==> src/rtl/rom_t_reader.sv <==
// Block fetcher for the combinational T-coefficient ROM banks, presented to the MAC as a valid/ready stream.
// Latency: first word valid WAIT_CYC+1 edges after start; then one word per WAIT_CYC+2 cycles at best.
// Backpressure: a presented word, its index and the ROM address hold until o_data_valid & i_data_ready.
module rom_t_reader #(
    parameter int ADDR_W   = 3,
    parameter int DATA_W   = 16,
    parameter int WAIT_CYC = 1
) (
    input  logic              c_clk,
    input  logic              c_rst_n,
    input  logic              c_start,
    input  logic [ADDR_W-1:0] i_first_addr,
    input  logic [ADDR_W:0]   i_count,
    output logic [ADDR_W-1:0] o_rom_address,
    output logic              c_rom_read_en,
    output logic              c_rom_ce,
    output logic              c_rom_tri_output,
    input  logic [DATA_W-1:0] i_rom_data,
    output logic [DATA_W-1:0] o_data,
    output logic              o_data_valid,
    input  logic              i_data_ready,
    output logic [ADDR_W:0]   o_index,
    output logic              o_last,
    output logic              o_busy,
    output logic              o_done
);

    localparam logic [ADDR_W:0] DEPTH  = {1'b1, {ADDR_W{1'b0}}};
    localparam logic [3:0]      SETTLE = 4'(WAIT_CYC);

    typedef enum logic [1:0] {
        ST_IDLE,
        ST_WAIT,
        ST_PRESENT,
        ST_DONE
    } state_t;

    state_t          state;
    logic [3:0]      settle_cnt;
    logic [ADDR_W:0] last_idx;
    logic [ADDR_W:0] count_clamped;

    // Oversized requests read the whole bank once rather than wrapping past it.
    assign count_clamped = (i_count > DEPTH) ? DEPTH : i_count;

    always_ff @(posedge c_clk or negedge c_rst_n) begin
        if (!c_rst_n) begin
            state            <= ST_IDLE;
            settle_cnt       <= '0;
            last_idx         <= '0;
            o_rom_address    <= '0;
            c_rom_read_en    <= 1'b0;
            c_rom_ce         <= 1'b0;
            c_rom_tri_output <= 1'b1;
            o_data           <= '0;
            o_data_valid     <= 1'b0;
            o_index          <= '0;
            o_last           <= 1'b0;
            o_busy           <= 1'b0;
            o_done           <= 1'b0;
        end else begin
            case (state)
                ST_IDLE: begin
                    o_done <= 1'b0;
                    if (c_start) begin
                        if (count_clamped != '0) begin
                            o_rom_address    <= i_first_addr;
                            c_rom_ce         <= 1'b1;
                            c_rom_read_en    <= 1'b1;
                            c_rom_tri_output <= 1'b0;
                            o_busy           <= 1'b1;
                            settle_cnt       <= SETTLE;
                            o_index          <= '0;
                            last_idx         <= count_clamped - 1'b1;
                            state            <= ST_WAIT;
                        end else begin
                            o_done <= 1'b1;
                            state  <= ST_DONE;
                        end
                    end
                end
                ST_WAIT: begin
                    if (settle_cnt != '0) begin
                        settle_cnt <= settle_cnt - 4'd1;
                    end else begin
                        o_data       <= i_rom_data;
                        o_data_valid <= 1'b1;
                        o_last       <= (o_index == last_idx);
                        state        <= ST_PRESENT;
                    end
                end
                ST_PRESENT: begin
                    if (i_data_ready) begin
                        o_data_valid <= 1'b0;
                        if (o_last) begin
                            c_rom_ce         <= 1'b0;
                            c_rom_read_en    <= 1'b0;
                            c_rom_tri_output <= 1'b1;
                            o_busy           <= 1'b0;
                            o_done           <= 1'b1;
                            state            <= ST_DONE;
                        end else begin
                            o_rom_address <= o_rom_address + 1'b1;
                            o_index       <= o_index + 1'b1;
                            settle_cnt    <= SETTLE;
                            state         <= ST_WAIT;
                        end
                    end
                end
                ST_DONE: begin
                    o_done <= 1'b0;
                    state  <= ST_IDLE;
                end
                default: state <= ST_IDLE;
            endcase
        end
    end

endmodule

==> config.mk <==
export PLATFORM = sky130hd
export DESIGN_NAME = rom_t_reader
export DESIGN_NICKNAME = d
export VERILOG_FILES = /design/src/rtl/rom_t_reader.sv
export SDC_FILE = /design/constraint.sdc
export NUM_CORES = 1
export LEC_CHECK = 0
export ABC_CLOCK_PERIOD_IN_PS = 1600
export CAP_MARGIN = 20
export CORE_UTILIZATION = 46
export CTS_CLUSTER_SIZE = 20
export DETAILED_ROUTE_END_ITERATION = 12
export PLACE_DENSITY = 0.79
export SYNTH_ARGS = -nofsm -noshare
export SYNTH_HDL_FRONTEND = slang
export SYNTH_SLANG_ARGS = --single-unit
==> constraint.sdc <==
create_clock -name c_clk -period 1.6 [get_ports c_clk]
set_input_delay 0.4 -clock c_clk [delete_from_list [all_inputs] [get_ports c_clk]]
set_output_delay 0.4 -clock c_clk [all_outputs]
set_load 0.02 [all_outputs]
### Word-level counts from Yosys, hierarchy flattened

Index checks and enable logic that the tools add are counted.

| operators by class | value |
|---|---|
| eq/ne operators | 11 |
| muxes and demuxes | 39 |
| bitwise gates (word level) | 1 |
| reduce and logical (&&, ||, !) cells | 15 |
| $lt $le $gt $ge | 1 |
| add/subtract/negate cells | 4 |

Operators by type and width:

| operator | number |
|---|---|
| $mux 4 | 10 |
| $ne 2x2->1 const B | 7 |
| $mux 1 | 12 |
| $mux 3 | 4 |
| $pmux 4 s3 | 1 |
| $reduce_and 3->1 | 4 |
| $mux 2 | 5 |
| $reduce_and 5->1 | 2 |
| $pmux 2 s4 | 1 |
| $pmux 4 s2 | 1 |
| $reduce_bool 4->1 | 2 |
| $sub 4x1->4 const B | 2 |
| $pmux 1 s2 | 3 |
| $pmux 3 s2 | 1 |
| $reduce_and 6->1 | 1 |
| $reduce_bool 3->1 | 2 |
| $add 4x1->4 const B | 1 |
| $eq 2x2->1 const B | 2 |
| $eq 4x4->1 | 1 |
| $gt 4x4->1 const B | 1 |
| $reduce_bool 2->1 | 2 |
| $add 3x1->3 const B | 1 |
| $pmux 1 s3 | 1 |
| $eq 2x1->1 const B | 1 |
| 3 further kinds | 3 |

| storage, ports and cells | value |
|---|---|
| word-level logic and storage cells | 82 |
| bits in registers | 38 |

### Longest topological paths before layout

| depth | value |
|---|---|
| depth after elaboration | 6 |
| gate-level depth with buffers | 7 |

### Worst setup path before layout

Ideal clock, no wire load.

| timing path | value |
|---|---|
| path type | input to register |
| from | in i_count[3] |
| to | reg o_rom_address[2] |
| setup slack | -128 ps |
| required time | 1477 ps |
| arrival | 1605 ps |
| cell stages on the path | 7 |
| cell sequence | inv_1 nand2_1 ha_1 or3b_4 a21oi_4 a21oi_2 o221a_1 |

| between the ends | value |
|---|---|
| word-level cells in the longest chain between the ends | 5 |

RTL lines:

| what | RTL line | text |
|---|---|---|
| start: declaration | 13 | `input logic [ADDR_W:0] i_count,` |
| $gt 4x4->1 | 44 | `assign count_clamped = (i_count > DEPTH) ? DEPTH : i_count;` |
| $mux 4 * | 44 |  |
| $reduce_bool 4->1 * | 66 | `if (count_clamped != '0) begin` |
| $ne 2x2->1 (no source line) * | -- |  |
| $reduce_and 5->1 (no source line) * | -- |  |
| end signal: assignment | 67 | `o_rom_address <= i_first_addr;` |
| end signal: assignment | 103 | `o_rom_address <= o_rom_address + 1'b1;` |
| end: declaration | 14 | `output logic [ADDR_W-1:0] o_rom_address,` |

Every way passes the cells marked *; elsewhere a longest branch is shown, timed or not.
A chain may end at the register's enable or synchronous reset.

### Final worst setup path

| timing path | value |
|---|---|
| from | reg settle_cnt[0] |
| to | reg o_data[9] |

| between the ends | value |
|---|---|
| word-level cells in the longest chain between the ends | 3 |

RTL lines:

| what | RTL line | text |
|---|---|---|
| start: declaration | 39 | `logic [3:0] settle_cnt;` |
| start signal: assignment | 84 | `settle_cnt <= settle_cnt - 4'd1;` |
| $reduce_bool 4->1 | 83 | `if (settle_cnt != '0) begin` |
| $not 1->1 (no source line) | -- |  |
| $reduce_and 2->1 (no source line) | -- |  |
| end signal: assignment | 86 | `o_data <= i_rom_data;` |
| end: declaration | 19 | `output logic [DATA_W-1:0] o_data,` |

Every way passes these cells.

==> impl_metrics.yaml <==
floorplan:
  die_h_um: 64.9
  ios: 57
  core_area_um2: 3720
  start_util_pct: 49.0
  dieArea_um2: 4210
  rows: 22
  die_x_um: 64.9
power:
  seqPwrFrac_pct: 35.4
  p_clk_share_pct: 13.1
  p_per_area_nw_per_um2: 1790
  p_int_mw: 3.00
  pwr-share-comb_pct: 51.5
  p_total_mw: 4.99
  power_switching_mw: 1.99
  swShare_pct: 39.9
  peakVddDrop_mv: 1.21
  p_leak_nw: 1.28
worst_setup_path:
  start_kind: "flip-flop"
  crit_buf_inv: 2
  end_kind: "flip-flop"
  cp_slowest_stage_delay_ns: 0.39
  path_max_fanout: 17
  required_ns: 1.78
  crit_slowest_cell: "dfrtp_1"
  arrival_ns: 1.77
  crit_family: "flip-flops"
  crit_chain: "inv_1 > ha_2 > nor3b_4 > nand2_2 > buf_12 > mux2_2"
  path_class: "flip-flop to flip-flop"
clock_network:
  clock_path_buffers: 2
  cts.clk_slew.worst_paths_ns: 0.08
  htree_levels: 2
  cts_sinks: 38
  insertion_delay_ns: 0.29
  ctsRootBufferMaster: "clkbuf_8"
  cts_tree: "built"
  cts_buffers: 5
synth:
  ys_ff_latch: 38
  synth_most_common_cell: "dfrtp_1"
  yosysSeqAreaShare_pct: 52.3
  syn_avg_cell_area_um2: 11.4
  synth-edff-count: 0
  synth_cell_types: 41
  synth_nets: 190
  ys_top_cells_by_area: "dfrtp_1 (51%), mux2_2 (11%), nand2_1 (4.5%), ha_1 (2.7%), o21ai_0 (2.5%)"
  async_reset_ff_share_pct: 100
  yosys-top-cells-count: "dfrtp_1 (37), nand2_1 (22), mux2_2 (17), o21ai_0 (9), inv_1 (7)"
  yosys.area.top_type: "dfrtp_1"
  synth_area_um2: 1820
  postSynthCellCount: 159
  yosysTopAreaCellShare_pct: 50.9
  synth_flop_cell: "dfrtp_1"
  yosysWarnings: 0
placement:
  hpwlAfterDp_um: 3360
  gp_congestion: 0.810
  io_buffers: 56
global_routing:
  antenna_found_initial: 0
  grt_max_degree: 24
  use_met2_pct: 42.7
  grtUsageMet1_pct: 27.3
  grt_pass1_wl_um: 7690
  grt_usage_pct: 24.5
  busiest_layer: "met2"
  grt_pass1_vias: 1698
  overflow: 0
  met3_usage_pct: 6.34
min_path:
  min_path_type: "input pin to asynchronous set/reset pin"
drt:
  drc: 0
  first_pass_iters: 4
  wl_per_cell_um: 15.7
  drtAntennaViolNets: 0
  drt_wl_total_um: 4620
  vias_per_cell: 5.28
  vias: 1557
  drt_first_iter_violations: 162
sta:
  worst_slew_pin_slew_ns: 0.396
  max-slew-margin-rel_pct: 73.3
  fmax_mhz: 629
  setup_viol: 0
  grt_setup_unrepaired: "true"
  finClkSkew_ns: 0.00666
  hold_ws_ns: 0.0209
  period_needed_ns: 1.59
  maxSlewViolCount: 0
  hold_viol: 0
  finalCritPeriodShare_pct: 99.4
cells_and_area:
  area.growth.synth_to_final_pct: 52.7
  antenna_cells: 0
  nNetsFinal: 277
  layout-drive-gt1-share_pct: 33.6
run:
  cap_viol_max_count: 0
run_status:
  status: "completed"
[area by class of cell]
type | count | area (um2)
Sequential cell | 38 | 955
Clock buffer | 5 | 68.8
Tap cell | 48 | 60.1
Clock inverter | 3 | 21.3
Fill cell | 275 | 936
Inverter | 8 | 30.0
Multi-Input combinational cell | 107 | 861
Timing Repair Buffer | 86 | 785
[sequential cells by signal, indices dropped and copies added (netlist names)]
| register | cells |
|---|---|
| o_busy | 1 |
| o_index | 4 |
| o_last | 1 |
| o_done | 1 |
| o_data_valid | 1 |
| o_rom_address | 3 |
| state | 2 |
| c_rom_tri_output | 1 |
| o_data | 16 |
| last_idx | 4 |
| settle_cnt | 4 |
[power by group through the flow]
stage | Clock (mW) | Combinational (mW) | Sequential, mW
3_5_place_dp | 0 | 2.62 | 1.76
5_1_grt | 0.703 | 2.77 | 1.82
4_1_cts | 0.674 | 2.48 | 1.75
6_report | 0.655 | 2.57 | 1.76
2_1_floorplan | 0 | 1.12 | 2.07
3_3_place_gp | 0 | 2.55 | 1.72
[repair_timing]
action                                  in CTS  in global routing
gates resized for setup                     49                 12
pin swaps                                    5                  5
gates cloned                                 1                  0
hold buffers                                 0                  0
setup buffers                                4                  2
endpoints found under the setup margin      61                 32
[final timing paths]
kind | start | end | slack (ns) | cells after the start
max | settle_cnt[0] | o_data[9] | 0.01 | 6
min | c_rst_n | o_data[14] | 0.02 | 1
max reg2reg | settle_cnt[0] | o_data[9] | 0.01 | 6
min reg2reg | o_data_valid | o_data_valid | 0.49 | 2
max in group asynchronous | c_rst_n | o_data[9] | 1.12 | 2
min in group c_clk | i_count[0] | last_idx[0] | 0.38 | 2
[cells in the final DEF, fill, tap and decap left out, types with 2 or more instances in the layout]
cell type and instances:
a31oi_1 2, inv_1 6, a221o_2 2, nand2_1 18
inv_2 2, or3b_4 2, dfrtp_1 35, ha_1 2
clkdlybuf4s50_1 20, buf_4 26, buf_12 3, nor3b_4 2
dfrtp_2 2, nand2_2 3, xnor2_1 4, nand3_1 4
buf_2 4, nand2b_1 3, clkbuf_8 5, o21ai_0 9
a21oi_1 3, dlygate4sd2_1 31, nand4_1 2, mux2_2 17
xor2_1 2, nor2_1 4, nor2b_1 2, mux2i_1 3
nor3_1 3
[metal layers]
layer | share of wire (%) | wire (um)
met5 | 0 | 0
met4 | 1.8 | 85
met3 | 6.0 | 279
met2 | 51 | 2360
met1 | 41 | 1900
[cells by family (layout without fill, tap and decap cells)]
kind of cell	after synthesis	count (layout)	synth area share, %
adder cells (fa/ha/maj)	4	4	2.75
flip-flops	38	38	52.3
multiplexers	20	20	12.2
buffers and inverters	14	102	4.05
AO/OA/AOI/OAI	27	27	10.7
XOR/XNOR	6	6	2.89
AND/OR/NAND/NOR	50	50	15.1
[stage by stage]
stage / std cells / TNS, ns / setup WS [ns] / cell area, um2 / utilization [%]
final: 295 / 0 / 0.0100 / 2780 / 74.8
after global routing: 295 / -0.699 / -0.0659 / 2780 / 74.8
after CTS: 293 / 0 / 0.00188 / 2740 / 73.8
after detailed placement: 280 / -9.69 / -0.643 / 2610 / 70.2
after global placement: 280 / -7.94 / -0.539 / 2610 / 70.2
after floorplan: 159 / -0.0728 / -0.0728 / 1830 / -
No activity file was read; power rests on OpenSTA's default activity.
